<file path="config.mk">
export PLATFORM = sky130hd
export DESIGN_NAME = dtc_vote_acc
export DESIGN_NICKNAME = d
export VERILOG_FILES = /design/src/rtl/dtc_vote_acc.sv
export SDC_FILE = /design/constraint.sdc
export NUM_CORES = 1
export LEC_CHECK = 0
export BUFFER_PORTS_ARGS = -buffer_cell sky130_fd_sc_hd__buf_4
export CORE_ASPECT_RATIO = 1.75
export CORE_UTILIZATION = 48
export CTS_CLUSTER_DIAMETER = 80
export CTS_CLUSTER_SIZE = 8
export DETAILED_ROUTE_END_ITERATION = 7
export PLACE_DENSITY = 0.62
export SYNTH_ARGS = -nofsm -noshare
export SYNTH_HDL_FRONTEND = slang
export SYNTH_SLANG_ARGS = --single-unit
</file>
<file path="constraint.sdc">
create_clock -name clk -period 5.7 [get_ports clk]
set_clock_uncertainty 0.2 [all_clocks]
set_input_delay 0.285 -clock clk [delete_from_list [all_inputs] [get_ports clk]]
set_output_delay 0.285 -clock clk [all_outputs]
set_load 0.005 [all_outputs]
</file>
<file path="src/rtl/dtc_vote_acc.sv">
// dtc_vote_acc
// Majority-vote accumulator behind the decision-tree classifier. It counts the
// 3-bit class predictions over a window of WINDOW accepted samples, or fewer if
// the window is flushed early. It then scans the eight class counters, one per
// cycle, to find the majority class. The result is presented on a valid/ready
// output and held until it is taken.
//
// Ports
//   clk        rising-edge clock
//   rst        synchronous active-high reset
//   in_valid   in_class carries a prediction
//   in_ready   high only while accumulating
//   in_class   class prediction 0..7
//   flush      close the current window early (ignored when it is empty)
//   out_valid  result valid and held
//   out_ready  consumer takes the result
//   out_class  majority class (lowest index wins a tie)
//   out_count  votes received by out_class
//   out_tie    another class has the same vote count as out_class

module dtc_vote_acc #(
    parameter int WINDOW = 16,
    parameter int CNT_W  = $clog2(WINDOW + 1)
) (
    input  logic             clk,
    input  logic             rst,
    input  logic             in_valid,
    output logic             in_ready,
    input  logic [2:0]       in_class,
    input  logic             flush,
    output logic             out_valid,
    input  logic             out_ready,
    output logic [2:0]       out_class,
    output logic [CNT_W-1:0] out_count,
    output logic             out_tie
);

    // LOAD is the single cycle between the last scan step and the result
    // register update. It gives the 9-cycle close-to-valid latency.
    typedef enum logic [1:0] {ACCUM, SCAN, LOAD, OUTPUT} state_t;

    state_t           state_q, state_d;
    logic [CNT_W-1:0] cnt_q [8];
    logic [CNT_W-1:0] cnt_d [8];
    logic [CNT_W-1:0] sample_q, sample_d;
    logic [CNT_W-1:0] sampleInc;
    logic [2:0]       idx_q, idx_d;
    logic [2:0]       bestClass_q, bestClass_d;
    logic [CNT_W-1:0] bestCount_q, bestCount_d;
    logic             bestTie_q, bestTie_d;
    logic             outValid_q, outValid_d;
    logic [2:0]       outClass_q, outClass_d;
    logic [CNT_W-1:0] outCount_q, outCount_d;
    logic             outTie_q, outTie_d;
    logic             accept;
    logic [CNT_W-1:0] scanCount;

    assign in_ready  = (state_q == ACCUM);
    assign accept    = in_valid && in_ready;
    assign sampleInc = sample_q + 1'b1;
    assign scanCount = cnt_q[idx_q];

    assign out_valid = outValid_q;
    assign out_class = outClass_q;
    assign out_count = outCount_q;
    assign out_tie   = outTie_q;

    // Next-state logic. Every register holds by default.
    // ACCUM counts the samples and decides when the window closes.
    // SCAN walks the counters and keeps the best class found so far.
    // LOAD publishes the result. OUTPUT waits for the consumer and then
    // clears the counters for the next window.
    always_comb begin
        state_d     = state_q;
        sample_d    = sample_q;
        idx_d       = idx_q;
        bestClass_d = bestClass_q;
        bestCount_d = bestCount_q;
        bestTie_d   = bestTie_q;
        outValid_d  = outValid_q;
        outClass_d  = outClass_q;
        outCount_d  = outCount_q;
        outTie_d    = outTie_q;
        for (int k = 0; k < 8; k++) begin
            cnt_d[k] = cnt_q[k];
        end

        case (state_q)
            ACCUM: begin
                if (accept) begin
                    cnt_d[in_class] = cnt_q[in_class] + 1'b1;
                    sample_d        = sampleInc;
                end
                // A flush that arrives together with an accept still closes
                // the window. That accept has already been counted above.
                if ((accept && sampleInc == CNT_W'(WINDOW)) ||
                    (flush && (accept || sample_q != '0))) begin
                    state_d = SCAN;
                    idx_d   = 3'd0;
                end
            end
            SCAN: begin
                if (idx_q == 3'd0) begin
                    bestClass_d = 3'd0;
                    bestCount_d = scanCount;
                    bestTie_d   = 1'b0;
                end else if (scanCount > bestCount_q) begin
                    bestClass_d = idx_q;
                    bestCount_d = scanCount;
                    bestTie_d   = 1'b0;
                end else if (scanCount == bestCount_q && bestCount_q != '0) begin
                    bestTie_d = 1'b1;
                end
                if (idx_q == 3'd7) begin
                    state_d = LOAD;
                end else begin
                    idx_d = idx_q + 3'd1;
                end
            end
            LOAD: begin
                outClass_d = bestClass_q;
                outCount_d = bestCount_q;
                outTie_d   = bestTie_q;
                outValid_d = 1'b1;
                state_d    = OUTPUT;
            end
            OUTPUT: begin
                if (out_ready) begin
                    for (int k = 0; k < 8; k++) begin
                        cnt_d[k] = '0;
                    end
                    sample_d   = '0;
                    outValid_d = 1'b0;
                    state_d    = ACCUM;
                end
            end
            default: state_d = ACCUM;
        endcase
    end

    // State register. Reset wins over everything and drops any pending result.
    always_ff @(posedge clk) begin
        if (rst) begin
            state_q     <= ACCUM;
            sample_q    <= '0;
            idx_q       <= 3'd0;
            bestClass_q <= 3'd0;
            bestCount_q <= '0;
            bestTie_q   <= 1'b0;
            outValid_q  <= 1'b0;
            outClass_q  <= 3'd0;
            outCount_q  <= '0;
            outTie_q    <= 1'b0;
            for (int k = 0; k < 8; k++) begin
                cnt_q[k] <= '0;
            end
        end else begin
            state_q     <= state_d;
            sample_q    <= sample_d;
            idx_q       <= idx_d;
            bestClass_q <= bestClass_d;
            bestCount_q <= bestCount_d;
            bestTie_q   <= bestTie_d;
            outValid_q  <= outValid_d;
            outClass_q  <= outClass_d;
            outCount_q  <= outCount_d;
            outTie_q    <= outTie_d;
            for (int k = 0; k < 8; k++) begin
                cnt_q[k] <= cnt_d[k];
            end
        end
    end

endmodule

</file>
==> impl_metrics.csv, run 1 <==
group,metric,value,unit
logic_synthesis,synth_top_area_share,0.365,
die,fp-row-count,43,
logic_synthesis,syn_area,0.00395,mm^2
detailed_routing,first_iter_violations,158,
die,core-area,0.00796,mm^2
cts,cts_buffer_depth,2,
sta,period_share,0.645,
logic_synthesis,yosysMostFrequentCell,"dfxtp_1",
sta,final-hold-violation-count,0,
power,p_clk_frac,0.407,
global_routing,grt_usage,0.259,
cts,htreeDepth,3,
logic_synthesis,ys.flop_type,"dfxtp_1",
logic_synthesis,syn-instance-count,406,
detailed_routing,routed-via-count,3172,
cts,cts.repair.resized,0,
critical_path,critical_path_class,"flop to flop",
cells_and_area,syn_to_final_growth,12.6,%
cts,cts_setup_buffers,0,
critical_path,reg2reg_to,"bestClass_q[1]$_SDFFE_PP0P_",
logic_synthesis,async_reset_ff_frac,0,
critical_path,critical_path.startpoint_type,"flop",
detailed_routing,routed_via_density,6.28,
detailed_routing,wl_per_cell,20.3,um
detailed_routing,drtAntennaViolNets,0,
global_routing,overflow,0,
power,p_per_area,385,mW/mm^2
cts,ctsHoldBuffers,0,
cells_and_area,layout.nets,434,
cts,cts.sinks,72,
placed_design,pre_cts_ws,2.07,ns
power,swShare,0.304,
placed_design,numPortBuffers,18,
global_routing,grt_max_degree,59,
hold_path,hold_path.class,"input port to flop",
detailed_routing,wl,10.2,mm
cts,cts.clk_slew.worst_paths,0.06,ns
sta,fin_crit,3.68,ns
cts,cts_buffers,9,
logic_synthesis,synth_cell_types,58,
critical_path,worstPathArrival,3.72,ns
logic_synthesis,ys_ff_latch,72,
cts,cts-root-buf,"clkbuf_16",
placed_design,gp_congestion,1.03,
cells_and_area,antenna_cells,0,
cells_and_area,drive_gt1_frac,0.154,
global_routing,grt_pass1_vias,3120,
outcome,outcome,"complete, but fails checks",
sta,rsz0062_at_grt,"no",
sta,max_freq,0.272,GHz
die,die_w,70.5,um
cts,clock_latency,0.34,ns
logic_synthesis,seq_area_frac_synth,0.365,
power,power_frac_comb,0.251,
power,p_int,1.19,mW
critical_path,path_max_fanout,10,
critical_path,end_kind,"flop",
sta,final-setup-viol-count,0,
power,p_sw,0.521,mW
detailed_routing,drc,4,
logic_synthesis,yosysWarnings,0,
hold_path,hold_path_depth,4,
outcome,violations,"DRC",
sta,maxSlewViolCount,0,
die,die_h,122,um
sta,worst_pin_slew,0.807,ns
hold_path,whs_endpoint,"out_valid$_SDFFE_PP0P_",
die,ioPinCount,19,
die,dieArea,0.00860,mm^2
detailed_routing,drt_pre_antenna_iters,6,
global_routing,grt_antenna_before_repair,0,
power,p_seq_frac,0.342,
sta,finalSetupTns,0,ns
critical_path,ff2ff_path_depth,8,
power,p_leak,1.63,nW
critical_path,crit_required,5.74,ns
die,initial_core_util,0.495,
sta,relSlewSlack,0.455,
flow_run,cap_violations,0,
logic_synthesis,synth_top_cell_by_area,"dfxtp_1",
logic_synthesis,synth_common_cells,"dfxtp_1, nor2_1, nand2_1, a21oi_1, inv_1",
sta,finalWorstSetupSlack,2.02,ns
logic_synthesis,synth_area_leaders,"dfxtp_1, mux4_2, ha_1",
power,vdd_ir_drop_max,0.205,mV
global_routing,grt_pass1_wl,16.5,mm
placed_design,dp_hpwl,7.60,mm
logic_synthesis,syn_avg_cell_area,9.72,um^2
logic_synthesis,synth_edf_count,0,
critical_path,r2r_slack,2.02,ns
logic_synthesis,synth_nets,430,
hold_path,min-delay-start,"out_ready",
cts,cts_tree,"yes",
==> layout by cell type (no fill, tap or decap), types with 14 or more instances in the layout <==
cell / count
a21oi_1: 20
a22oi_1: 17
buf_4: 18
dfxtp_1: 72
ha_1: 16
inv_1: 19
mux2i_1: 18
nand2_1: 28
nor2_1: 45
o31ai_1: 14
==> power groups by stage <==
stage	clock network (mW)	logic, mW	registers, mW
2_1_floorplan	0	0.331	0.575
3_3_place_gp	0	0.423	0.595
3_5_place_dp	0	0.426	0.596
4_1_cts	0.708	0.428	0.586
5_1_grt	0.729	0.471	0.594
6_report	0.696	0.430	0.585
==> kinds of logic after synthesis <==
group,after synthesis,synth area share
compound gates,94,0.185
xor+xnor,6,0.0171
fa+ha+maj,16,0.0507
buf+inv,44,0.0488
flops,72,0.365
mux,41,0.166
simple gates,133,0.167
==> stage by stage <==
stage / total power, mW / cell area [um^2] / cells / hold slack (ns) / util
floorplan: 0.906 / 3950 / 406 / 0.233 / -
global placement: 1.02 / 4070 / 489 / 0.266 / 0.511
detailed placement: 1.02 / 4070 / 489 / 0.267 / 0.511
CTS: 1.72 / 4440 / 505 / 0.0852 / 0.558
global route: 1.79 / 4440 / 505 / 0.100 / 0.558
finish: 1.71 / 4440 / 505 / 0.0814 / 0.558
==> critical path: stages, from the launching register on <==
cell,delay [ns]
dfxtp_1,0.78
mux4_2,0.58
mux2_2,0.29
ha_1,0.36
nand4_1,0.15
or2_2,0.33
o21ai_1,0.48
nor2_1,0.16
o32ai_1,0.24
==> worst max path at each step <==
| stage | start | endpoint | slack [ns] | depth (start not counted) |
|---|---|---|---|---|
| global route | flop | bestClass_q[1]$_SDFFE_PP0P_ | 1.83 | 8 |
| CTS | flop | bestClass_q[1]$_SDFFE_PP0P_ | 2.04 | 8 |
| finish | flop | bestClass_q[1]$_SDFFE_PP0P_ | 2.02 | 8 |
| detailed placement | flop | bestClass_q[1]$_SDFFE_PP0P_ | 2.07 | 8 |
| floorplan | flop | bestClass_q[0]$_SDFFE_PP0P_ | 2.59 | 9 |
| global placement | flop | bestClass_q[1]$_SDFFE_PP0P_ | 2.15 | 8 |
==> layout make-up <==
class | count | area, um^2
Fill cell | 709 | 3520
Inverter | 19 | 71.3
Clock buffer | 11 | 243
Multi-Input combinational cell | 290 | 2310
Clock inverter | 5 | 128
Tap cell | 90 | 113
Timing Repair Buffer | 18 | 135
Sequential cell | 72 | 1440
==> state kept, by name (all words and copies together) (netlist names), named ones only <==
| register | count |
|---|---|
| out_count | 5 |
| sample_q | 5 |
| out_tie | 1 |
| bestCount_q | 5 |
| out_valid | 1 |
| out_class | 3 |
| bestClass_q | 3 |
| cnt_q | 40 |
| idx_q | 3 |
| bestTie_q | 1 |
| state_q | 2 |
==> layer usage <==
| layer | routed length (um) | up-vias | track usage |
|---|---|---|---|
| li1 | - | 1518 | - |
| met2 | 5350 | 94 | 0.442 |
| met5 | 0 | - | 0 |
| met1 | 3760 | 1520 | 0.281 |
| met3 | 493 | 40 | 0.0579 |
| met4 | 638 | 0 | 0.186 |
(Power assumes the default switching activity.)
==> inputs of run 2 (changes only) <==
- ABC_AREA: not set -> 1
- PLACE_DENSITY: 0.62 -> 0.64
- clock period: 5.7 -> 3.3 ns (I/O delays scaled with it)
==> run 2 against run 1 <==
Compared with the run above: the run now ends clean; clock power grew 71%; final area up 1.9%; via count rose by 23%; final cell count rose by 41%; combinational power grew 130%; sequential power rose by 86%; largest power group unchanged; non-clock buffer count increased by 3.
==> impl_metrics.csv, run 2 <==
group,metric,value,unit
outcome,outcome,"complete, no violations",
detailed_routing,routed_via_density,5.50,
logic_synthesis,syn-instance-count,607,
flow_run,cap_violations,0,
cts,cts_tree,"yes",
critical_path,worstPathArrival,2.97,ns
critical_path,r2r_slack,0.40,ns
die,initial_core_util,0.499,
placed_design,numPortBuffers,18,
logic_synthesis,synth_common_cells,"nand2_1, a21oi_1, dfxtp_1, inv_1, o21ai_0",
hold_path,hold_path_depth,5,
sta,max_freq,0.345,GHz
hold_path,min-delay-start,"in_valid",
global_routing,grt_antenna_before_repair,0,
sta,final-setup-viol-count,0,
detailed_routing,routed-via-count,3912,
logic_synthesis,ys.flop_type,"dfxtp_1",
cells_and_area,antenna_cells,0,
power,p_leak,1.89,nW
logic_synthesis,async_reset_ff_frac,0,
cts,clock_latency,0.33,ns
logic_synthesis,synth_top_area_share,0.361,
hold_path,hold_path.class,"input port to flop",
global_routing,overflow,0,
logic_synthesis,synth_nets,631,
critical_path,critical_path_class,"flop to flop",
die,die_w,71.0,um
die,core-area,0.00802,mm^2
critical_path,end_kind,"flop",
cells_and_area,drive_gt1_frac,0.105,
power,vdd_ir_drop_max,0.419,mV
global_routing,grt_usage,0.268,
hold_path,whs_endpoint,"sample_q[1]$_SDFFE_PP0P_",
logic_synthesis,seq_area_frac_synth,0.361,
placed_design,post-place-cells,694,
logic_synthesis,yosysMostFrequentCell,"nand2_1",
die,fp-row-count,43,
cells_and_area,syn_to_final_growth,13.2,%
critical_path,path_max_fanout,23,
cts,cts_buffer_depth,2,
cts,cts_buffers,9,
logic_synthesis,syn_avg_cell_area,6.59,um^2
detailed_routing,wl,10.8,mm
logic_synthesis,synth_cell_types,29,
sta,finalSetupTns,0,ns
detailed_routing,drt_pre_antenna_iters,7,
sta,period_share,0.879,
die,dieArea,0.00871,mm^2
cts,htreeDepth,3,
sta,rsz0062_at_grt,"no",
sta,fin_crit,2.90,ns
critical_path,crit_required,3.37,ns
cells_and_area,mostFrequentLayoutCells,"nand2_1, a21oi_1, dfxtp_1",
global_routing,grt_pass1_wl,17.7,mm
logic_synthesis,synth_area_leaders,"dfxtp_1, nand2_1, a21oi_1",
cts,cts-root-buf,"clkbuf_16",
cells_and_area,layout.nets,640,
die,die_h,123,um
cts,cts.sinks,72,
logic_synthesis,ys_ff_latch,72,
power,power.total,3.29,mW
detailed_routing,drtAntennaViolNets,0,
cells_and_area,largest_reg_flops,40,
global_routing,grt_pass1_vias,3740,
cts,cts_setup_buffers,0,
sta,maxSlewViolCount,0,
sta,final-hold-violation-count,0,
cells_and_area,regMostFlops,"cnt_q",
cells_and_area,instances_no_fill,711,
sta,worst_pin_slew,0.601,ns
detailed_routing,wl_per_cell,15.2,um
logic_synthesis,yosysWarnings,0,
power,p_per_area,727,mW/mm^2
cts,cts.clk_slew.worst_paths,0.05,ns
sta,holdWs,0.0594,ns
cells_and_area,layout_commonest_cell,"nand2_1",
logic_synthesis,synth_edf_count,0,
critical_path,critical_path.startpoint_type,"flop",
critical_path,ff2ff_path_depth,11,
placed_design,gp_congestion,0.946,
detailed_routing,first_iter_violations,223,
detailed_routing,drc,0,
global_routing,grt_max_degree,51,
logic_synthesis,synth_top_cell_by_area,"dfxtp_1",
critical_path,reg2reg_to,"bestCount_q[0]$_SDFFE_PP0P_",
logic_synthesis,syn_area,0.00400,mm^2
die,ioPinCount,19,
sta,relSlewSlack,0.595,
placed_design,dp_hpwl,8.00,mm
==> run 2: changes by cell type after synthesis, moves of 14 or more <==
| cell | delta |
|---|---|
| a21oi_1 | +59 |
| a22oi_1 | -17 |
| inv_1 | +46 |
| mux2i_1 | -18 |
| nand2_1 | +136 |
| nand3_1 | +29 |
| o21ai_0 | +52 |
| o31ai_1 | -14 |
==> run 2: what timing repair did <==
action,in CTS,in global routing
gates resized for setup,0,4
endpoints found under the setup margin,0,2
hold buffers,1,0
hold endpoints to repair,1,0
==> run 2: critical path: stages (launching register included) <==
cell,delay (ns)
dfxtp_1,0.38
clkinvlp_4,0.30
o21ai_0,0.31
nand2_1,0.09
o21a_1,0.19
ha_1,0.29
nand2_1,0.09
nor3_1,0.20
o21ai_0,0.17
a21oi_2,0.36
o21ai_0,0.14
nor2_1,0.12
==> run 2: per-stage QoR <==
step | setup WS [ns] | utilization | instance area, um^2
global placement | 0.518 | 0.515 | 4130
finish | 0.399 | 0.565 | 4530
detailed placement | 0.358 | 0.515 | 4130
floorplan | 0.765 | - | 4000
global route | 0.104 | 0.565 | 4530
CTS | 0.316 | 0.563 | 4510
==> run 2: how the worst max path moves through the flow <==
stage               start                          end  slack, ns  cells past startpoint
finish               flop  bestCount_q[0]$_SDFFE_PP0P_       0.40                     11
global route         flop  bestCount_q[3]$_SDFFE_PP0P_       0.10                     16
CTS                  flop  bestCount_q[0]$_SDFFE_PP0P_       0.32                     12
detailed placement   flop  bestClass_q[0]$_SDFFE_PP0P_       0.36                     12
global placement     flop  bestClass_q[0]$_SDFFE_PP0P_       0.52                     14
floorplan            flop  bestClass_q[0]$_SDFFE_PP0P_       0.76                     15
==> run 2: area by class of cell <==
class | count | area (um^2)
Tap cell | 90 | 113
Inverter | 70 | 273
Clock inverter | 5 | 128
Timing Repair Buffer | 21 | 160
Fill cell | 819 | 3490
Sequential cell | 72 | 1440
Clock buffer | 11 | 243
Multi-Input combinational cell | 442 | 2170
==> run 2: layer usage <==
layer / global-route usage / share of wire / vias to the layer above
met5: 0 / 0 / -
met4: 0.161 / 0.043 / 0
met3: 0.0427 / 0.044 / 31
met2: 0.502 / 0.53 / 110
met1: 0.276 / 0.38 / 1787
li1: - / - / 1984
==> run 2: cells by family (layout without fill, tap and decap cells) <==
kind of cell / Yosys count / after routing / share of synthesized area
and+or+nand+nor: 283 / 283 / 0.306
xor gates and xnor gates: 3 / 3 / 0.00657
DFF: 72 / 72 / 0.361
buffers and inverters: 93 / 107 / 0.0986
AOI/OAI and AO/OA: 140 / 140 / 0.178
adders and majority gates: 16 / 16 / 0.0501
==> run 2: power by group <==
group          internal (mW)  total [mW]  leakage, nW  switching [mW]
clock network          0.835        1.19        0.176           0.354
logic                  0.357        1.01         1.13           0.652
registers               1.00        1.09        0.583          0.0928
total                   2.19        3.29         1.89            1.10
